## src/rtl/drum_step_sequencer.sv

```systemverilog
// drum_step_sequencer: tempo-driven 16-step pattern sequencer emitting per-voice trigger pulses.
// Optional SWING_EN adds a swing input lengthening even steps and shortening odd steps.
module drum_step_sequencer #(
  parameter int VOICES  = 4,
  parameter int STEPS   = 16,
  parameter int TEMPO_W = 24
) (
  input  logic                       clk,
  input  logic                       rst,
  input  logic [TEMPO_W-1:0]         period,
`ifdef SWING_EN
  input  logic [TEMPO_W-1:0]         swing,
`endif
  input  logic                       play,
  input  logic                       stop,
  input  logic                       pat_we,
  input  logic [$clog2(VOICES)-1:0]  pat_voice,
  input  logic [$clog2(STEPS)-1:0]   pat_step,
  input  logic                       pat_bit,
  output logic [VOICES-1:0]          trig,
  output logic [$clog2(STEPS)-1:0]   step_idx,
  output logic                       beat,
  output logic                       running
);
  localparam int SW = $clog2(STEPS);
  typedef enum logic {IDLE, RUN} state_t;
  state_t state;
  logic [STEPS-1:0] pat [VOICES];
  logic [TEMPO_W:0] cnt, lim;
  logic [TEMPO_W-1:0] per;
  logic [SW-1:0] nxt;
  logic [VOICES-1:0] col0, coln;
  assign nxt = step_idx + 1'b1;
`ifdef SWING_EN
  logic [TEMPO_W-1:0] sw, sw_in;
  assign sw_in = (swing < period) ? swing : period;
  assign lim = step_idx[0] ? {1'b0, per} - {1'b0, sw} : {1'b0, per} + {1'b0, sw};
  always_ff @(posedge clk or posedge rst)
    if (rst) sw <= '0;
    else if (!stop && (play || (state == RUN && cnt == lim))) sw <= sw_in;
`else
  assign lim = {1'b0, per};
`endif
  always_comb begin
    col0 = '0;
    coln = '0;
    for (int v = 0; v < VOICES; v++) begin
      col0[v] = pat[v][0];
      coln[v] = pat[v][nxt];
    end
  end
  always_ff @(posedge clk or posedge rst)
    if (rst) begin
      for (int v = 0; v < VOICES; v++) pat[v] <= '0;
    end else if (pat_we) begin
      pat[pat_voice][pat_step] <= pat_bit;
    end
  always_ff @(posedge clk or posedge rst)
    if (rst) begin
      state    <= IDLE;
      cnt      <= '0;
      per      <= '0;
      step_idx <= '0;
      trig     <= '0;
      beat     <= 1'b0;
      running  <= 1'b0;
    end else if (stop) begin
      state    <= IDLE;
      cnt      <= '0;
      step_idx <= '0;
      trig     <= '0;
      beat     <= 1'b0;
      running  <= 1'b0;
    end else if (play) begin
      state    <= RUN;
      cnt      <= '0;
      per      <= period;
      step_idx <= '0;
      trig     <= col0;
      beat     <= 1'b1;
      running  <= 1'b1;
    end else if (state == RUN) begin
      cnt      <= (cnt == lim) ? '0 : cnt + 1'b1;
      per      <= (cnt == lim) ? period : per;
      step_idx <= (cnt == lim) ? nxt : step_idx;
      trig     <= (cnt == lim) ? coln : '0;
      beat     <= (cnt == lim) && (nxt[1:0] == 2'd0);
    end else begin
      cnt      <= '0;
      step_idx <= '0;
      trig     <= '0;
      beat     <= 1'b0;
    end
endmodule

```

## config.mk

```make
export PLATFORM = sky130hd
export DESIGN_NAME = drum_step_sequencer
export DESIGN_NICKNAME = d
export VERILOG_FILES = /design/src/rtl/drum_step_sequencer.sv
export SDC_FILE = /design/constraint.sdc
export NUM_CORES = 1
export LEC_CHECK = 0
export BUFFER_PORTS_ARGS = -buffer_cell sky130_fd_sc_hd__buf_2
export CELL_PAD_IN_SITES_DETAIL_PLACEMENT = 1
export CELL_PAD_IN_SITES_GLOBAL_PLACEMENT = 2
export CORE_UTILIZATION = 41
export DETAILED_ROUTE_END_ITERATION = 7
export GPL_TIMING_DRIVEN = 0
export PLACE_DENSITY = 0.87
export SYNTH_ARGS = -nofsm -noshare
export SYNTH_HDL_FRONTEND = slang
export SYNTH_SLANG_ARGS = --single-unit
```

## constraint.sdc

```tcl
create_clock -name clk -period 4.3 [get_ports clk]
set_clock_uncertainty 0.05 [all_clocks]
set_input_delay 0.645 -clock clk [delete_from_list [all_inputs] [get_ports clk]]
set_output_delay 0.645 -clock clk [all_outputs]
set_load 0.005 [all_outputs]
```

==> impl_metrics.tcl, run 1 <==
set metrics [dict create \
    worst-endpoint-arrival_ps 3150 \
    cts_buffers 17 \
    timing.final.max_slew_violations 0 \
    ff2ff_setup_slack_ps 1410 \
    htree_levels 4 \
    wirelength_mm 15.73 \
    postCtsSetupRepairBufs 0 \
    synthArstFlopShare_pct 100.0 \
    warning_count_from_the_yosys_run 0 \
    path_delay_family "simple AND/OR/NAND/NOR gates" \
    finish.net_count 626 \
    rsz0062_at_grt "no" \
    period_share_pct 67.30 \
    fillerInstances 1555 \
    wl_per_cell_um 20.03 \
    synth_seq_cells 123 \
    area_growth_pct 16.87 \
    first_global_vias 4766 \
    globalRoute.totalOverflow 0 \
    violations "DRC" \
    via_count 4258 \
    cts.repair.resized 0 \
    synth_edf_count 0 \
    diodes 0 \
    remaining_drc_errors 4 \
    worst_setup_path_end_kind "flop" \
    finalSetupViolCount 0 \
    finalCoreUtilization_pct 49.70 \
    synth_top_area_share_pct 49.24 \
    critical-path-slowest-cell "sky130_fd_sc_hd__nor4_1" \
    layout-drive-gt1-share_pct 34.11 \
    cts_tree "done" \
    powerDensity_nw_per_um2 423.5 \
    synth.distinct_cells 41 \
    fp.dieW_um 125.5 \
    ctsHoldBuffers 0 \
    outcome "complete, but fails checks" \
    maxClockFrequency_mhz 345.5 \
    netlist_top_cells_count "sky130_fd_sc_hd__dfrtp_1 (123), sky130_fd_sc_hd__mux2_2 (72), sky130_fd_sc_hd__nand2_1 (70)" \
    worst_slew_margin_rel_pct 14.42 \
    max_cap_viols 0 \
    worst_ir_drop_vdd_mv 0.3141 \
    cts-root-to-sink-buffers 2 \
    antenna_found_initial 0 \
    grt_start_max_net_pins 71 \
    detail-route-antenna-nets 0 \
    clock_insertion_delay_worst_skew_ps 420 \
    synth_area_per_cell_um2 11.88 \
    dr.first_iter.drc_count 221 \
    io_buffers 42 \
    fin_crit_ps 2894 \
    cts_root_buffer "sky130_fd_sc_hd__clkbuf_16" \
    setup.worst_path.start_class "flop" \
    critical_path.cell_chain "xor2_1 > nor4_1 > nand3_1 > o21ai_1 > buf_4 > nor2_1" \
    timing.reg2reg.worst_path_depth 6 \
    hold_path.class "in -> async" \
    netlist.top_cell.by_area "sky130_fd_sc_hd__dfrtp_1" \
    viasPerCell 5.424 \
    hold_slack_ps 215.6 \
    criticalPathCategory "reg -> reg" \
    cp_max_fo 10 \
    hold_viol_final 0 \
    floorplan.core_area_um2 14700 \
    initial_utilization_pct 42.53 \
    finalWeightedCongestion 0.7977 \
    dieArea_um2 15740 \
    crit_path_max_incr_delay_ps 750 \
    row_count 44 \
    synthMostInstantiatedCell "sky130_fd_sc_hd__dfrtp_1" \
    groute.usage.overall_pct 22.10 \
    crit_buf_inv 1 \
    synth_fp_nets 564 \
    dominant_cells_by_area_after_synthesis "sky130_fd_sc_hd__dfrtp_1 (49%), sky130_fd_sc_hd__mux2_2 (13%), sky130_fd_sc_hd__mux4_2 (5.8%)" \
    floorplan.die.height_um 125.5 \
    drt_first_pass_iters 7 \
    yosysSeqAreaShare_pct 49.24 \
    crit-reg2reg-launch "cnt[13]" \
    grt_pass1_wl_mm 26.19 \
    postSynth.topFlopCell "sky130_fd_sc_hd__dfrtp_1" \
    worstMarginPinSlew_ps 1272 \
    post_synth_inst_count 526 \
    critPathRequiredTime_ps 4560 \
    crit-reg2reg-capture "cnt[12]" \
    boundaryPins 46 \
    p_leak_uw 0.003290 \
    clk_pin_slew_ps 50 \
    clock_sink_count 123 \
    post_synth_instance_area_um2 6251 \
    place.detailed.hpwl_mm 10.91 \
]
[worst max-delay path by stage]
stage                         end  depth (start not counted)    start  slack, ps
after floorplan              beat                          1      rst        330
after global placement    pat[40]                          2      rst      -1050
after detailed placement  cnt[12]                          6  cnt[16]       1530
after CTS                 cnt[20]                          6  cnt[13]       1490
after global routing      cnt[15]                          6  cnt[13]       1290
final                     cnt[12]                          6  cnt[13]       1410
[registers in the layout (all words and copies together) (netlist names)]
register and flops:
step_idx 4, col0 4, beat 1, cnt 25
trig 4, pat 60, state 1, per 24
[per-stage QoR]
stage,total power (uW),area [um^2],cells,setup TNS (ps),setup WS [ps]
6_report,3094,7306,785,0,1406
4_1_cts,3124,7306,785,0,1489
2_1_floorplan,1580,6251,526,0,334.1
5_1_grt,3205,7306,785,0,1294
3_3_place_gp,1664,6691,752,-127190,-1045
3_5_place_dp,1691,6724,753,0,1530
[power by group]
| part | internal (uW) | total (uW) | switching, uW | leakage (uW) |
|---|---|---|---|---|
| Sequential | 1270 | 1350 | 73.7 | 0.00162 |
| Combinational | 177 | 326 | 149 | 0.00138 |
| Clock | 907 | 1420 | 512 | 0.000294 |
| Total | 2360 | 3090 | 734 | 0.00329 |
[cell families after synthesis]
| family | Yosys count | share of synthesized area (%) |
|---|---|---|
| AO/OA/AOI/OAI | 13 | 1.922 |
| XOR/XNOR | 49 | 6.865 |
| adder cells (fa/ha/maj) | 2 | 0.4003 |
| buffers and inverters | 31 | 2.482 |
| flip-flops | 123 | 49.24 |
| multiplexers | 113 | 24.34 |
| AND/OR/NAND/NOR | 195 | 14.75 |
[placed cells by master, fill, tap and decap left out, types with 6 or more instances in the layout]
cell type / count
sky130_fd_sc_hd__dfrtp_1: 123
sky130_fd_sc_hd__mux2_2: 72
sky130_fd_sc_hd__nand2_1: 70
sky130_fd_sc_hd__nor2_1: 58
sky130_fd_sc_hd__buf_2: 49
sky130_fd_sc_hd__xor2_1: 39
sky130_fd_sc_hd__mux2_4: 20
sky130_fd_sc_hd__clkbuf_16: 17
sky130_fd_sc_hd__mux4_2: 16
sky130_fd_sc_hd__clkbuf_1: 15
sky130_fd_sc_hd__nand3_1: 13
sky130_fd_sc_hd__nor3_1: 10
sky130_fd_sc_hd__xnor2_1: 10
sky130_fd_sc_hd__nand4_1: 7
sky130_fd_sc_hd__inv_1: 6
sky130_fd_sc_hd__nor4_1: 6
sky130_fd_sc_hd__clkinv_2: 6
[area by class of cell]
| type | instances | area, um^2 | share of cell area (%) |
|---|---|---|---|
| sequential | 123 | 3078 | 42.13 |
| multi-input combinational | 372 | 3018 | 41.31 |
| clock buffer | 24 | 491.7 | 6.731 |
| timing repair buffer | 43 | 237.7 | 3.254 |
| tap | 184 | 230.2 | 3.151 |
| buffer | 24 | 128.9 | 1.764 |
| clock inverter | 8 | 90.09 | 1.233 |
| inverter | 7 | 31.28 | 0.4282 |
[routing by layer]
| layer | up-vias | track usage, % | wire [um] |
|---|---|---|---|
| li1 | 1958 | - | - |
| met1 | 2214 | 29.35 | 7374 |
| met2 | 64 | 36.05 | 7638 |
| met3 | 22 | 4.450 | 467 |
| met4 | 0 | 7.676 | 245 |
| met5 | - | 0 | 0 |
(Power assumes the default switching activity.)
==> run 2: changes to the inputs <==
--- a/config.mk
+++ b/config.mk
@@ -5,10 +5,11 @@
 export SDC_FILE = /design/constraint.sdc
 export NUM_CORES = 1
 export LEC_CHECK = 0
+export ABC_AREA = 1
 export BUFFER_PORTS_ARGS = -buffer_cell sky130_fd_sc_hd__buf_2
 export CELL_PAD_IN_SITES_DETAIL_PLACEMENT = 1
 export CELL_PAD_IN_SITES_GLOBAL_PLACEMENT = 2
-export CORE_UTILIZATION = 41
+export CORE_UTILIZATION = 36
 export DETAILED_ROUTE_END_ITERATION = 7
 export GPL_TIMING_DRIVEN = 0
 export PLACE_DENSITY = 0.87
==> constraint.sdc (replaced) <==
create_clock -name clk -period 2.9 [get_ports clk]
set_clock_uncertainty 0.05 [all_clocks]
set_input_delay 0.435 -clock clk [delete_from_list [all_inputs] [get_ports clk]]
set_output_delay 0.435 -clock clk [all_outputs]
set_load 0.005 [all_outputs]
==> run 2 against run 1 <==
The flow now finishes without violations. Global-route usage is 2.6 points higher. Sequential power is 56% higher. Setup slack worse by 1100 ps. Via count is 40% higher. Design area is 4.9% higher. Register-to-register slack worse by 1100 ps. Highest routed layer unchanged.
==> impl_metrics.tcl, run 2 <==
set metrics [dict create \
    outcome "complete, no violations" \
    clock_sink_count 123 \
    cts_root_buffer "sky130_fd_sc_hd__clkbuf_16" \
    cts_buffers 17 \
    floorplan.die.height_um 135.8 \
    p_leak_uw 0.003409 \
    most_common_library_cell_in_the_layout_ignoring_fill_and_taps "sky130_fd_sc_hd__nand2_1" \
    globalRoute.totalOverflow 0 \
    biggestRegsByFlops "pat (60), cnt (25), per (24)" \
    synthMostInstantiatedCell "sky130_fd_sc_hd__nand2_1" \
    dr.first_iter.drc_count 310 \
    post_synth_inst_count 802 \
    post_synth_instance_area_um2 6447 \
    area_growth_pct 18.88 \
    dominant_cells_by_area_after_synthesis "sky130_fd_sc_hd__dfrtp_1 (48%), sky130_fd_sc_hd__nand2_1 (10%), sky130_fd_sc_hd__a31oi_1 (6.1%)" \
    boundaryPins 46 \
    netlist_top_cells_count "sky130_fd_sc_hd__nand2_1 (178), sky130_fd_sc_hd__dfrtp_1 (123), sky130_fd_sc_hd__nor2_1 (80)" \
    synth_top_area_share_pct 47.74 \
    warning_count_from_the_yosys_run 0 \
    critPathRequiredTime_ps 3160 \
    synth_edf_count 0 \
    cp_max_fo 9 \
    fp.dieW_um 135.8 \
    postSynth.topFlopCell "sky130_fd_sc_hd__dfrtp_1" \
    synth_seq_cells 123 \
    via_count 5963 \
    rsz0062_at_grt "no" \
    groute.usage.overall_pct 24.74 \
    worst_ir_drop_vdd_mv 0.4705 \
    worst_setup_path_end_kind "flop" \
    wl_per_cell_um 19.20 \
    detail-route-antenna-nets 0 \
    viasPerCell 5.382 \
    layout-drive-gt1-share_pct 14.95 \
    grt_pass1_wl_mm 33.96 \
    cts_tree "done" \
    postCtsSetupRepairBufs 0 \
    synth_fp_nets 840 \
    worst-endpoint-arrival_ps 2810 \
    largest_register "pat" \
    yosysSeqAreaShare_pct 47.74 \
    netlist.top_cell.by_area "sky130_fd_sc_hd__dfrtp_1" \
    worst_slew_margin_rel_pct 35.42 \
    cts-root-to-sink-buffers 2 \
    floorplan.core_area_um2 17420 \
    wirelength_mm 21.28 \
    fillerInstances 2145 \
    timing.final.max_slew_violations 0 \
    fin_crit_ps 2552 \
    finalSetupViolCount 0 \
    clock_insertion_delay_worst_skew_ps 420 \
    remaining_drc_errors 0 \
    criticalPathCategory "reg -> reg" \
    post-route-worst-setup-slack_ps 348.2 \
    powerDensity_nw_per_um2 668.1 \
    worstMarginPinSlew_ps 961.3 \
    period_share_pct 87.99 \
    largest_reg_flops 60 \
    hold_slack_ps 193.2 \
    initial_utilization_pct 37.02 \
    synth.distinct_cells 33 \
    first_global_vias 6070 \
    htree_levels 4 \
    diodes 0 \
    synthArstFlopShare_pct 100.0 \
    maxClockFrequency_mhz 391.9 \
    io_buffers 45 \
    synth_area_per_cell_um2 8.039 \
    finish.net_count 908 \
    clk_pin_slew_ps 60 \
    dp_worst_setup_slack_ps 375.9 \
    hold_path.class "in -> reg" \
    grt_start_max_net_pins 40 \
    row_count 48 \
    layout.cells.most_common_list "sky130_fd_sc_hd__nand2_1 (178), sky130_fd_sc_hd__dfrtp_1 (123), sky130_fd_sc_hd__nor2_1 (80), sky130_fd_sc_hd__a21oi_1 (78), sky130_fd_sc_hd__nand3_1 (72)" \
    hold_viol_final 0 \
    max_cap_viols 0 \
    dieArea_um2 18450 \
    place.detailed.hpwl_mm 15.42 \
    finalWeightedCongestion 0.8340 \
    setup.worst_path.start_class "flop" \
    drt_first_pass_iters 5 \
    antenna_found_initial 0 \
]
-- run 2: cell types whose count changed in the layout (fill, tap and decap cells not counted), moves of 13 or more --
cell | before | now
sky130_fd_sc_hd__nor2_1 | 58 | 80
sky130_fd_sc_hd__nand3_1 | 13 | 72
sky130_fd_sc_hd__inv_1 | 6 | 54
sky130_fd_sc_hd__mux2_2 | 72 | 0
sky130_fd_sc_hd__nor3_1 | 10 | 23
sky130_fd_sc_hd__nand3_2 | 0 | 22
sky130_fd_sc_hd__a21oi_1 | 0 | 78
sky130_fd_sc_hd__o21ai_0 | 2 | 17
sky130_fd_sc_hd__nand2_1 | 70 | 178
sky130_fd_sc_hd__xor2_1 | 39 | 11
sky130_fd_sc_hd__a31oi_1 | 0 | 63
sky130_fd_sc_hd__mux4_2 | 16 | 0
sky130_fd_sc_hd__mux2_4 | 20 | 0
-- run 2: cells by family (layout without fill, tap and decap cells) --
group                    after synthesis  count (layout)  share of synthesized area (%)
AO/OA/AOI/OAI                        163             163                          13.91
XOR/XNOR                              15              15                          2.154
adder cells (fa/ha/maj)                2               2                         0.3881
buffers and inverters                106             187                          7.646
flip-flops                           123             123                          47.74
multiplexers                           2               2                         0.3105
AND/OR/NAND/NOR                      391             391                          27.85
-- run 2: final timing paths --
| kind | endpoint | depth (start not counted) | from | slack (ps) |
|---|---|---|---|---|
| worst max register to register | trig[3] | 7 | step_idx[0] | 350 |
| worst min register to register | per[6] | 2 | per[6] | 450 |
| min in group asynchronous | state | 3 | rst | 460 |
| max in group asynchronous | pat[33] | 5 | rst | 1560 |
| worst max-delay path | trig[3] | 7 | step_idx[0] | 350 |
| worst min-delay path | per[17] | 3 | period[17] | 190 |
-- run 2: per-layer routing --
layer	vias up	GRT usage, %	routed length (um)
met5	-	0	0
met4	0	6.367	189
met3	20	4.810	868
met2	119	39.82	10180
met1	2978	33.90	10040
li1	2846	-	-
-- run 2: critical path, cell delays in order (launching register included) --
cell and delay (ps):
sky130_fd_sc_hd__dfrtp_1 420, sky130_fd_sc_hd__ha_1 260, sky130_fd_sc_hd__xnor2_2 470, sky130_fd_sc_hd__clkinv_1 560
sky130_fd_sc_hd__nand3_1 330, sky130_fd_sc_hd__nand3_1 110, sky130_fd_sc_hd__a21oi_1 170, sky130_fd_sc_hd__nor2_1 70
-- run 2: repair_timing --
item                      in CTS  in global routing
hold endpoints to repair       7                  0
resized for setup              0                  0
hold buffers                   1                  0
-- run 2: per-stage QoR --
stage                     area, um^2  setup TNS [ps]  power, uW  instances  util [%]
after floorplan                 6451               0       2598        802         -
after global placement          6958           -3438       2806       1072     39.95
after detailed placement        7018               0       2846       1075     40.29
after CTS                       7665               0       5155       1108     44.01
after global routing            7665               0       5347       1108     44.01
final                           7665               0       5121       1108     44.01
-- run 2: power by group --
part | leakage (uW) | internal, uW | switching, uW | total, uW
combinational | 0.00151 | 277 | 440 | 717
clock | 0.000305 | 1500 | 801 | 2300
sequential | 0.00159 | 1950 | 149 | 2100
-- run 2: final cells by class --
cell class / count / area, um^2 / share of cell area (%)
multi-input cells: 573 / 2877 / 37.53
flip-flops and latches: 123 / 3078 / 40.16
inverters: 66 / 251.5 / 3.281
well taps: 225 / 281.5 / 3.673
plain buffers: 40 / 245.2 / 3.199
clock inverters: 11 / 166.4 / 2.171
clock buffers: 21 / 470.5 / 6.138
repair buffers: 49 / 295.3 / 3.852
